===== src/rtl/alu_op_sequencer_if.sv =====
// Command and response handshake bundle for the ALU op sequencer.
// master issues commands and consumes responses; slave is the sequencer.
interface alu_op_sequencer_if;
  logic       cmd_valid;
  logic       cmd_ready;
  logic       cmd_ld;
  logic [2:0] cmd_op;
  logic [1:0] cmd_rd;
  logic [1:0] cmd_ra;
  logic [1:0] cmd_rb;
  logic [3:0] cmd_imm;
  logic       rsp_valid;
  logic       rsp_ready;
  logic [3:0] rsp_data;
  logic [2:0] rsp_flags;

  modport master (
    output cmd_valid, cmd_ld, cmd_op,
    output cmd_rd, cmd_ra, cmd_rb, cmd_imm,
    input  cmd_ready,
    input  rsp_valid, rsp_data, rsp_flags,
    output rsp_ready
  );

  modport slave (
    input  cmd_valid, cmd_ld, cmd_op,
    input  cmd_rd, cmd_ra, cmd_rb, cmd_imm,
    output cmd_ready,
    output rsp_valid, rsp_data, rsp_flags,
    input  rsp_ready
  );
endinterface


===== src/rtl/alu_op_sequencer.sv =====
// Four-register sequencer driving an external 4-bit combinational ALU.
// One op in flight: IDLE accepts, EXEC drives the ALU, RESP holds result.
module alu_op_sequencer (
  input  logic       clk,
  input  logic       rst_n,
  alu_op_sequencer_if.slave bus,
  output logic [3:0] alu_a,
  output logic [3:0] alu_b,
  output logic [2:0] alu_s,
  input  logic [3:0] alu_result,
  input  logic       alu_carry,
  input  logic       alu_zero,
  input  logic       alu_parity,
  output logic [7:0] op_count
);

  typedef enum logic [1:0] {
    IDLE = 2'd0,
    EXEC = 2'd1,
    RESP = 2'd2
  } state_t;

  state_t     state;
  state_t     state_nx;
  logic [3:0] rf [4];
  logic [2:0] lat_op;
  logic [1:0] lat_rd;
  logic [3:0] lat_a;
  logic [3:0] lat_b;
  logic [3:0] data_q;
  logic [2:0] flags_q;
  logic       accept;
  logic       in_exec;
  logic       hs;

  assign bus.cmd_ready = (state == IDLE);
  assign bus.rsp_valid = (state == RESP);
  assign bus.rsp_data  = data_q;
  assign bus.rsp_flags = flags_q;

  assign accept  = bus.cmd_valid & bus.cmd_ready;
  assign in_exec = (state == EXEC);
  assign hs      = bus.rsp_valid & bus.rsp_ready;

  assign alu_a = in_exec ? lat_a  : 4'd0;
  assign alu_b = in_exec ? lat_b  : 4'd0;
  assign alu_s = in_exec ? lat_op : 3'd0;

  always_comb begin
    state_nx = state;
    unique case (1'b1)
      (state == IDLE): begin
        if (accept && !bus.cmd_ld)
          state_nx = EXEC;
      end
      (state == EXEC): state_nx = RESP;
      (state == RESP): begin
        if (bus.rsp_ready)
          state_nx = IDLE;
      end
      default: state_nx = IDLE;
    endcase
  end

  always_ff @(posedge clk) begin
    if (!rst_n) begin
      state    <= IDLE;
      lat_op   <= '0;
      lat_rd   <= '0;
      lat_a    <= '0;
      lat_b    <= '0;
      data_q   <= '0;
      flags_q  <= '0;
      op_count <= '0;
      for (int i = 0; i < 4; i++)
        rf[i] <= '0;
    end else begin
      state <= state_nx;
      if (accept && bus.cmd_ld)
        rf[bus.cmd_rd] <= bus.cmd_imm;
      // operands captured by value so later writes cannot disturb them
      if (accept && !bus.cmd_ld) begin
        lat_op <= bus.cmd_op;
        lat_rd <= bus.cmd_rd;
        lat_a  <= rf[bus.cmd_ra];
        lat_b  <= rf[bus.cmd_rb];
      end
      if (in_exec) begin
        rf[lat_rd] <= alu_result;
        data_q     <= alu_result;
        flags_q    <= {(lat_op == 3'b000) & alu_carry,
                       alu_zero, alu_parity};
      end
      if (hs)
        op_count <= op_count + 8'd1;
    end
  end

endmodule


===== src/flat_wrapper.sv =====
// flat-port wrapper written by rule: the top's interface ports become plain ports
module alu_op_sequencer_flat 
  (clk, rst_n, alu_a, alu_b, alu_s, alu_result, alu_carry, alu_zero, alu_parity, op_count, bus_cmd_valid, bus_cmd_ld, bus_cmd_op, bus_cmd_rd, bus_cmd_ra, bus_cmd_rb, bus_cmd_imm, bus_cmd_ready, bus_rsp_valid, bus_rsp_data, bus_rsp_flags, bus_rsp_ready);
  alu_op_sequencer_if bus_i ();
  input  logic clk;
  input  logic rst_n;
  output logic [3:0] alu_a;
  output logic [3:0] alu_b;
  output logic [2:0] alu_s;
  input  logic [3:0] alu_result;
  input  logic alu_carry;
  input  logic alu_zero;
  input  logic alu_parity;
  output logic [7:0] op_count;
  input wire logic [$bits(bus_i.cmd_valid)-1:0] bus_cmd_valid;
  input wire logic [$bits(bus_i.cmd_ld)-1:0] bus_cmd_ld;
  input wire logic [$bits(bus_i.cmd_op)-1:0] bus_cmd_op;
  input wire logic [$bits(bus_i.cmd_rd)-1:0] bus_cmd_rd;
  input wire logic [$bits(bus_i.cmd_ra)-1:0] bus_cmd_ra;
  input wire logic [$bits(bus_i.cmd_rb)-1:0] bus_cmd_rb;
  input wire logic [$bits(bus_i.cmd_imm)-1:0] bus_cmd_imm;
  output wire logic [$bits(bus_i.cmd_ready)-1:0] bus_cmd_ready;
  output wire logic [$bits(bus_i.rsp_valid)-1:0] bus_rsp_valid;
  output wire logic [$bits(bus_i.rsp_data)-1:0] bus_rsp_data;
  output wire logic [$bits(bus_i.rsp_flags)-1:0] bus_rsp_flags;
  input wire logic [$bits(bus_i.rsp_ready)-1:0] bus_rsp_ready;
  assign bus_i.cmd_valid = bus_cmd_valid;
  assign bus_i.cmd_ld = bus_cmd_ld;
  assign bus_i.cmd_op = bus_cmd_op;
  assign bus_i.cmd_rd = bus_cmd_rd;
  assign bus_i.cmd_ra = bus_cmd_ra;
  assign bus_i.cmd_rb = bus_cmd_rb;
  assign bus_i.cmd_imm = bus_cmd_imm;
  assign bus_cmd_ready = bus_i.cmd_ready;
  assign bus_rsp_valid = bus_i.rsp_valid;
  assign bus_rsp_data = bus_i.rsp_data;
  assign bus_rsp_flags = bus_i.rsp_flags;
  assign bus_i.rsp_ready = bus_rsp_ready;
  alu_op_sequencer u_core (.clk(clk), .rst_n(rst_n), .bus(bus_i), .alu_a(alu_a), .alu_b(alu_b), .alu_s(alu_s), .alu_result(alu_result), .alu_carry(alu_carry), .alu_zero(alu_zero), .alu_parity(alu_parity), .op_count(op_count));
endmodule

===== config.mk =====
export PLATFORM = sky130hd
export DESIGN_NAME = alu_op_sequencer_flat
export DESIGN_NICKNAME = d
export VERILOG_FILES = /design/src/rtl/alu_op_sequencer_if.sv /design/src/rtl/alu_op_sequencer.sv /design/src/flat_wrapper.sv
export SDC_FILE = /design/constraint.sdc
export NUM_CORES = 1
export LEC_CHECK = 0
export ABC_AREA = 1
export CAP_MARGIN = 40
export CORE_UTILIZATION = 35
export CTS_CLUSTER_SIZE = 30
export DETAILED_ROUTE_END_ITERATION = 12
export GPL_TIMING_DRIVEN = 0
export MAX_ROUTING_LAYER = met4
export PLACE_DENSITY = 0.69
export SETUP_SLACK_MARGIN = 0.3
export SLEW_MARGIN = 10
export SYNTH_ARGS = -nofsm -noshare
export SYNTH_HDL_FRONTEND = slang
export SYNTH_SLANG_ARGS = --single-unit
export TNS_END_PERCENT = 1

===== constraint.sdc =====
create_clock -name clk -period 4.11 [get_ports clk]
set_input_delay 1.233 -clock clk [delete_from_list [all_inputs] [get_ports clk]]
set_output_delay 1.233 -clock clk [all_outputs]
set_load 0.02 [all_outputs]

# == Word level (Yosys, flattened, before mapping) ==
# Memory sizes are Yosys's and may differ from the RTL's. A register that Yosys moved wholly into a read port is not among the register bits.
# Index checks and enable logic that the tools add are counted.
# Widths: inputs -> output; s select.
# totals
reg_bits,22
latchBits,0
memories,1
ram_bits,16
output_inout_bits,28
romBits,0
in_bits,25
elab_cells,44
# memory_table
memory,words,width,rd,rd_ports_with_merged_regs,wr,line,source
u_core.rf,4,4,2,2,4,alu_op_sequencer.sv:25,logic [3:0] rf [4];
# classes
n_shift,0
div_mod_pow,0
n_eq_ne,4
mux,19
multipliers,0
n_reduce_logical,10
order_cmp,0
add_sub_neg,1
bitwise,3
# op_table
operator,count
$mux 4,4
$mux 1,9
$add 8x1->8 const B,1
$mux 2,4
$reduce_or 4->1,2
$pmux 2 s3,1
$ne 2x2->1 const B,2
$and 1x1->1,3
$logic_not 1->1,3
$logic_not 3->1,1
$mux 3,1
$eq 2x1->1 const B,1
$eq 2x2->1 const B,1
$logic_and 1x1->1,2
$logic_not 2->1,1
$reduce_and 2->1,1

# == Depth between registers and ports, before layout ==
# Gate-level depths: netlist of run 1.
# depth
depth_word,9
mapped_depth,7
depth_no_buf,7

# == Worst setup path before layout of run 1 ==
# OpenSTA, ideal clock, no wires.
# synth_timing
kind,register to output
startpoint,register u_core.state[0]
endpoint,output alu_a[0]
arrival_ns,1.128
stages_incl_launch_ff,4
path_buffers,1
t_required_ns,2.877
path_slack_ns,1.749
cell_sequence,dfxtp_1 > nand2_1 > buf_2 > nor2_1
# synth_between
elab_chain_cells,2
# synth_lines
item,line,source
"start, declared",alu_op_sequencer.sv:23,state_t state;
"start signal, assigned",alu_op_sequencer.sv:78,state <= state_nx;
$eq 2x1->1,alu_op_sequencer.sv:42,assign in_exec = (state == EXEC);
$mux 4,alu_op_sequencer.sv:45,assign alu_a = in_exec ? lat_a : 4'd0;
"end, declared",flat_wrapper.sv:7,output logic [3:0] alu_a;
# No other way between the ends.

# == Worst setup path in the final report of run 1 ==
# layout_timing
startpoint,register u_core.state[0]
endpoint,output alu_s[0]
# layout_between
elab_chain_cells,2
# layout_lines
item,line,source
$eq 2x1->1,alu_op_sequencer.sv:42,
$mux 3,alu_op_sequencer.sv:47,assign alu_s = in_exec ? lat_op : 3'd0;
"end, declared",flat_wrapper.sv:9,output logic [2:0] alu_s;
# No other way between the ends.

==> metrics list, run 1 <==
* Final Max Slew Viols: 0
- The later pin in the worst-skew pair is clocked with a latency of 310 ps.
- Placed Cells: between 400 and 500
- Total number of clock tree sinks: 46
- For this run, global-route usage on met3 was measured as 4.00%.
- Fraction of registers with async set/reset: 0%
- Category of the worst setup path capture point: output port
- The worst register-to-register path ends at u_core.rf[3][3]$_DFFE_PP_.
- A synthesized cell averages 7.80 um^2.
* Fraction of met1 tracks used by global routing: between 20% and 30%
- Layout area overhead: 29.4%
- Die height: just over 80 um
* Total wire length after detailed routing: between 4000 and 5000 um
* Number of max-capacitance violations reported: 0
* Via-to-Cell Ratio: 4.67
- Classification of the worst-slack hold path: flop to flop
- After floorplanning, the core was divided into 28 placement rows.
* Area inside the core boundary: approximately 6000 um^2
- Worst setup path endpoint: alu_s[0]
- Number of post-CTS setup repair buffers: 0
- Max IR drop VDD: around 0.17 mV
* Number of flops mapped to enable cells by yosys: 16
* Worst setup timing slack at the placement stage: 1110 ps
- The cell area that synthesis handed to floorplanning was 2240 um^2.
- CTS tree: built
- Required time of the critical path: 2880 ps
* Number of antenna violations at the first check in global routing: 0
* First-pass iteration count of the detailed router: 4
* Total number of vias: 1949
- Worst reg-to-reg setup slack: about 2400 ps
- The top cell type by area accounts for 26.8% of the synthesized area.
- The worst setup path is launched from a flop.
* Ratio of total power to cell area: 316 nW/um^2
- After detailed routing, the number of remaining DRC violations is 0.
* Setup violators final: 0
- Gates resized during post-CTS repair numbered 0.
- Last weighted congestion value of the routability-driven placer: 0.794
* Root buffer cell: sky130_fd_sc_hd__clkbuf_8
- The number of different library cells used by synthesis comes to 31.
- Initial DRC count: 58
- Headroom to the max-slew limit came out at about 69%.
- The final layout contains between 300 and 400 nets.
- Run status: completed
- The first global-routing pass estimated 8250 um of wire.
* Number of buffers created by CTS: 5
* Congestion Overflow GR: 0
- Clock period minus final worst setup slack: 3350 ps
- Longest Clk Path Bufs: 2
- Effective utilization at floorplan: approximately 37%
- Crit path setup slack, layout: 763 ps
- Of all nets on the critical path, the largest fanout is 10.
* Input/output buffers: 47
* H-tree levels: 2
- Detailed placement finished with a half-perimeter wire length of 3720 um.
- Across every metal layer, demand over resource in global routing totals between 15 and 20%.
- Tracing the worst setup path back leads to its startpoint at u_core.state[0]$_SDFFE_PN0P_.
* Clock transition at the registers of the reported paths: around 100 ps
* Highest achievable clock rate: 299 MHz
* Type of the worst setup path: flop to output port
- Clock skew on the completed layout was measured at 11.4 ps.
- The worst register-to-register path begins at u_core.state[0]$_SDFFE_PN0P_.
- The die covers 6720 um^2.
- Leading cell types by total area after synthesis: sky130_fd_sc_hd__dfxtp_1 (27%), sky130_fd_sc_hd__edfxtp_1 (21%), sky130_fd_sc_hd__nor2_1 (9.2%)
* DIE WIDTH: 82.0 um
* Number of flip-flops and latches in the synthesized netlist: 46
* Number of placed I/O pins: 53
- In the finished design, the share of the clock period the worst path needs comes to between 80% and 90%.
- Setup total negative slack: 0 ps
- Most instantiated flip-flop cell in the synthesis netlist: sky130_fd_sc_hd__dfxtp_1
- Top cell type by total area after synthesis: sky130_fd_sc_hd__dfxtp_1
* Total nets after synthesis: 313
- Cell with the most instances after synthesis: sky130_fd_sc_hd__nor2_1
- Inserted Diodes: 0
* Average detailed-routed wire length per instance: 11.8 um
* Gate count of the mapped netlist: 287
* Via count of the first global-routing pass: around 1.8k
- By count the netlist is led by sky130_fd_sc_hd__nor2_1 (55), sky130_fd_sc_hd__nand2_1 (46), sky130_fd_sc_hd__inv_1 (42), sky130_fd_sc_hd__dfxtp_1 (30).
* Slew at the pin with the worst max-slew slack: 464 ps
* Non-Filler Instances: 417
- Share of final-layout standard cells stronger than drive strength 1: 8.77%
* Arrival time at the worst endpoint: about 2100 ps
- Antenna-violating nets left: 0
* Maximum number of pins on one net before global-route repair: 17
- Depth of the worst register-to-register path: 4
* RSZ-0062 raised after global routing: no
- The layer flagged by global routing as most heavily used is met2.
* Reported leakage power: 1.16 nW
- Summing the sequential cell areas from Yosys gives 48.3% of the chip area.
- The Yosys step of the flow raised 0 warnings.
* Worst hold slack: 479 ps
- CTS Hold Bufs: 0
- The count of final hold-check violations came to 0.
* Met2 usage in global routing: between 20% and 30%
[cell usage in the layout (no fill, tap or decap), types with 4 or more instances in the layout]
cell	synthesis	final
sky130_fd_sc_hd__a21oi_1	24	24
sky130_fd_sc_hd__a31o_2	4	4
sky130_fd_sc_hd__buf_2	5	5
sky130_fd_sc_hd__clkbuf_8	0	5
sky130_fd_sc_hd__clkdlybuf4s50_1	0	47
sky130_fd_sc_hd__dfxtp_1	30	30
sky130_fd_sc_hd__edfxtp_1	16	16
sky130_fd_sc_hd__inv_1	42	42
sky130_fd_sc_hd__nand2_1	46	46
sky130_fd_sc_hd__nand3_1	8	8
sky130_fd_sc_hd__nor2_1	55	55
sky130_fd_sc_hd__o211ai_1	8	8
sky130_fd_sc_hd__o21ai_0	24	24
[worst max-delay path, cell delays in order, from the launching register on]
cell	delay, ps
sky130_fd_sc_hd__dfxtp_1	490
sky130_fd_sc_hd__nand2_1	320
sky130_fd_sc_hd__buf_2	280
sky130_fd_sc_hd__nor2_1	100
sky130_fd_sc_hd__clkdlybuf4s50_1	620
[cell families after synthesis]
group / Yosys count / synth area share [%]
AOI/OAI and AO/OA: 65 / 17.2
adders and majority gates: 1 / 0.559
buffers and inverters: 54 / 9.67
DFF: 46 / 48.3
and+or+nand+nor: 121 / 24.3
[registers in the layout, summed over array words and instances, names as in the netlist]
name                  flops
u_core.lat_rd             2
u_core.lat_op             3
u_core.bus.rsp_flags      3
u_core.op_count           8
u_core.bus.rsp_data       4
u_core.lat_b              4
u_core.state              2
u_core.rf                16
u_core.lat_a              4
[where the power goes]
group	total, W	internal [W]	switching (W)
Sequential	0.000503	0.000493	0.0000102
Clock	0.000288	0.000123	0.000165
Combinational	0.000125	0.0000532	0.0000716
[per-layer routing]
| metal | wire length (um) | up-vias |
|---|---|---|
| li1 | - | 1033 |
| met1 | 2390 | 853 |
| met2 | 2190 | 55 |
| met3 | 272 | 8 |
| met4 | 65 | 0 |
| met5 | 0 | - |
[final cells by class]
| class | count | area (um^2) |
|---|---|---|
| Buffer | 11 | 55.1 |
| Clock buffer | 5 | 68.8 |
| Clock inverter | 3 | 25.0 |
| Fill cell | 610 | 3160 |
| Inverter | 43 | 161 |
| Multi-Input combinational cell | 187 | 941 |
| Sequential cell | 46 | 1080 |
| Tap cell | 75 | 93.8 |
| Timing Repair Buffer | 47 | 470 |
[how the worst min path moves through the flow]
| stage | start | endpoint | slack [ps] | depth (start not counted) |
|---|---|---|---|---|
| global placement | u_core.lat_rd[0]$_SDFFE_PN0P_ | u_core.lat_rd[0]$_SDFFE_PN0P_ | 460 | 2 |
| CTS | u_core.lat_rd[0]$_SDFFE_PN0P_ | u_core.lat_rd[0]$_SDFFE_PN0P_ | 480 | 2 |
| finish | u_core.lat_rd[0]$_SDFFE_PN0P_ | u_core.lat_rd[0]$_SDFFE_PN0P_ | 480 | 2 |
| global route | u_core.lat_rd[0]$_SDFFE_PN0P_ | u_core.lat_rd[0]$_SDFFE_PN0P_ | 510 | 2 |
| floorplan | u_core.lat_rd[0]$_SDFFE_PN0P_ | u_core.lat_rd[0]$_SDFFE_PN0P_ | 450 | 2 |
| detailed placement | u_core.lat_rd[0]$_SDFFE_PN0P_ | u_core.lat_rd[0]$_SDFFE_PN0P_ | 470 | 2 |
[through the flow]
step           util, %  instance area (um^2)  power, W
2_1_floorplan        -                  2240  0.000587
3_3_place_gp      46.2                  2800  0.000635
3_5_place_dp      46.2                  2800  0.000638
4_1_cts           47.8                  2900  0.000922
5_1_grt           47.8                  2900  0.000960
6_report          47.8                  2900  0.000916
No activity file was read; power rests on OpenSTA's default activity.
==> run 2, diff against run 1 <==
==> constraint.sdc (replaced) <==
create_clock -name clk -period 3.49 [get_ports clk]
set_input_delay 1.047 -clock clk [delete_from_list [all_inputs] [get_ports clk]]
set_output_delay 1.047 -clock clk [all_outputs]
set_load 0.02 [all_outputs]
==> run 2 against run 1 <==
Net effect: hold slack about the same; count of clock-buffer cells in the layout unchanged; via count about the same; largest power group unchanged.
==> metrics list, run 2 (same netlist as run 1, synthesis figures left out) <==
* Top library cells by usage in the layout, fill and taps aside: sky130_fd_sc_hd__nor2_1 (55), sky130_fd_sc_hd__clkdlybuf4s50_1 (47), sky130_fd_sc_hd__nand2_1 (45)
- Once detailed placement completed, the half-perimeter wirelength came to ~3700 um.
- The floorplan step defined a die boundary enclosing ~6700 um^2.
- Setup violators final: 0
* Clock period minus final worst setup slack: slightly above 3000 ps
* Placed Cells: 409
- Flip-flop count of the largest register, all copies and words added: 16
* Sequential Power Share: 54.9%
* Clock tree skew after final layout: 11.4 ps
* Via-to-Cell Ratio: around 4.7
- Layout area overhead: 29.5%
- The worst setup path is captured at an output port.
- Maximum number of pins on one net before global-route repair: 17
* Longest Clk Path Bufs: 2
* H-tree levels: 2
- The share of total power dissipated in the clock network is 31.4%.
- The worst pin sits at a relative slew slack of between 60 and 70%.
- Congestion Overflow GR: 0
* Area inside the core boundary: 6060 um^2
* Number of placed I/O pins: 53
* Layout filler cell count: 609
- The finished layout holds 417 standard cells, fillers aside.
- IR analysis of the VDD net gives a maximum drop of 0.198 mV.
* Fraction of met1 tracks used by global routing: 20.5%
* Inserted Diodes: 0
- After global routing, the most crowded layer is met2.
- Total wire length after detailed routing: 4920 um
- Top Registers: u_core.rf (16), u_core.op_count (8)
- The multi-input combinational cells in the finished layout cover a total of 943 um^2.
* Most common cell after layout, fill and taps aside: sky130_fd_sc_hd__nor2_1
* Critical Path Fanout Max: 10
- Met2 usage in global routing: 27.1%
* Setup total negative slack: 0 ps
- Root buffer cell: sky130_fd_sc_hd__clkbuf_8
- Effective utilization at floorplan: 36.9%
- Global routing used under 10% of the available met3 tracks.
- In this run the vertical extent of the chip is 82.0 um.
- CTS tree: built
- Total number of vias: 1948
* Total routing resource utilization after global routing: 16.8%
- Final-report hold violation count: 0
- Number of buffers created by CTS: 5
* Classification of the worst-slack hold path: flop to flop
- Critical path launch point type: flop
- Skew-Pair Late Insertion Delay: a little over 300 ps
- More flip-flops sit in one register than any other, and that register is u_core.rf.
- Max-cap violations in this run came to 0.
- Site Rows: 28
- For this design, the CTS-stage hold fixing added 0 buffers.
- In the final routed layout, each cell accounts on average for 11.8 um.
- Type of the worst setup path: flop to output port
- RSZ-0062 raised after global routing: no
- Input/output buffers: 47
- Ratio of total power to cell area: 372 nW/um^2
- First-pass GRT wire length: approximately 8300 um
- Number of antenna violations at the first check in global routing: 0
- Once detail routing completed, the nets flagged for antenna violations numbered 0.
* Highest achievable clock rate: 330 MHz
* Last weighted congestion value of the routability-driven placer: 0.794
- Reported leakage power: 1.16 nW
* Comb power frac: between 10% and 20%
- In the final design database the tool counted 367 nets.
- Total number of clock tree sinks: 46
- Number of remaining DRC errors: 0
- The final number of max-transition violations was 0.
- Sequential cell area: 1080 um^2
- For this design the total switching power over the nets is 0.000291 W.
- After layout, the worst path uses roughly 87% of the clock period.
* Net Sw Frac: 26.9%
- For the pin with the worst max-slew slack, the measured transition is 463 ps.
- STA puts the critical path data required time at between 2000 and 2500 ps.
- For this block, the initial DRC count from the detailed router was 58.
- The floorplan step set the die width to roughly 82 um.
- After clock tree synthesis, the clock-pin slew on the worst setup and hold paths is 100 ps.
* Worst reg-to-reg setup slack: between 1500 and 2000 ps
- Via count of the first global-routing pass: 1834
* Run status: completed
- In the final layout, the share of cells above drive strength 1 is 9.06%.
- Arrival time at the worst endpoint: roughly 2000 ps
- Int Pwr: about 0.00079 W
* First-pass iteration count of the detailed router: 4
## run 2: path summary, 6_finish.rpt
kind,start,cells past startpoint,endpoint
setup / recovery,u_core.state[0]$_SDFFE_PN0P_,4,alu_s[0]
hold reg to reg,u_core.lat_rd[0]$_SDFFE_PN0P_,2,u_core.lat_rd[0]$_SDFFE_PN0P_
setup reg to reg,u_core.state[1]$_SDFFE_PN0P_,6,u_core.rf[3][3]$_DFFE_PP_
hold / removal,u_core.lat_rd[0]$_SDFFE_PN0P_,2,u_core.lat_rd[0]$_SDFFE_PN0P_
## run 2: final cells by class
| cell class | count | share of cell area (%) |
|---|---|---|
| inverters | 43 | 5.57 |
| clock inverters | 3 | 0.863 |
| clock buffers | 5 | 2.37 |
| flip-flops and latches | 46 | 37.3 |
| multi-input cells | 187 | 32.5 |
| well taps | 75 | 3.24 |
| repair buffers | 47 | 16.2 |
| plain buffers | 11 | 1.90 |
## run 2: critical path: stages, from the launching register on
cell                              delay [ps]
sky130_fd_sc_hd__dfxtp_1                 500
sky130_fd_sc_hd__nand2_2                 220
sky130_fd_sc_hd__buf_2                   240
sky130_fd_sc_hd__nor2_1                  100
sky130_fd_sc_hd__clkdlybuf4s50_1         620
## run 2: power by group through the flow
stage / clock, W / combinational, W / sequential (W)
2_1_floorplan: 0 / 0.0000866 / 0.000605
4_1_cts: 0.000346 / 0.000147 / 0.000593
5_1_grt: 0.000370 / 0.000164 / 0.000596
3_3_place_gp: 0 / 0.000144 / 0.000604
6_report: 0.000339 / 0.000147 / 0.000592
3_5_place_dp: 0 / 0.000147 / 0.000605
## run 2: per-stage QoR
step	instance area (um^2)	worst slack (ps)	hold WS [ps]	util, %	power, W
4_1_cts	2900	317	480	47.8	0.00109
2_1_floorplan	2240	1320	446	-	0.000692
3_3_place_gp	2800	658	457	46.2	0.000748
3_5_place_dp	2800	681	466	46.2	0.000752
6_report	2900	459	479	47.8	0.00108
5_1_grt	2900	327	512	47.8	0.00113
## run 2: routing by layer
metal | share of wire, % | up-vias
li1 | - | 1033
met1 | 49 | 854
met2 | 45 | 53
met3 | 5.4 | 8
met4 | 1.3 | 0
met5 | 0 | -
## run 2: timing repair
action / 4_1_cts / 5_1_grt
resized for setup: 0 / 1
endpoints found under the setup margin: 0 / 10
buffers inserted: 0 / 0
==> run 3, diff against run 2 <==
--- a/config.mk
+++ b/config.mk
@@ -8,7 +8,7 @@
 export ABC_AREA = 1
 export CAP_MARGIN = 40
 export CORE_UTILIZATION = 35
-export CTS_CLUSTER_SIZE = 30
+export CTS_CLUSTER_SIZE = 8
 export DETAILED_ROUTE_END_ITERATION = 12
 export GPL_TIMING_DRIVEN = 0
 export MAX_ROUTING_LAYER = met4
==> results of run 3 <==
Same layout as run 2: the final DEF is identical, and so are final timing and power.
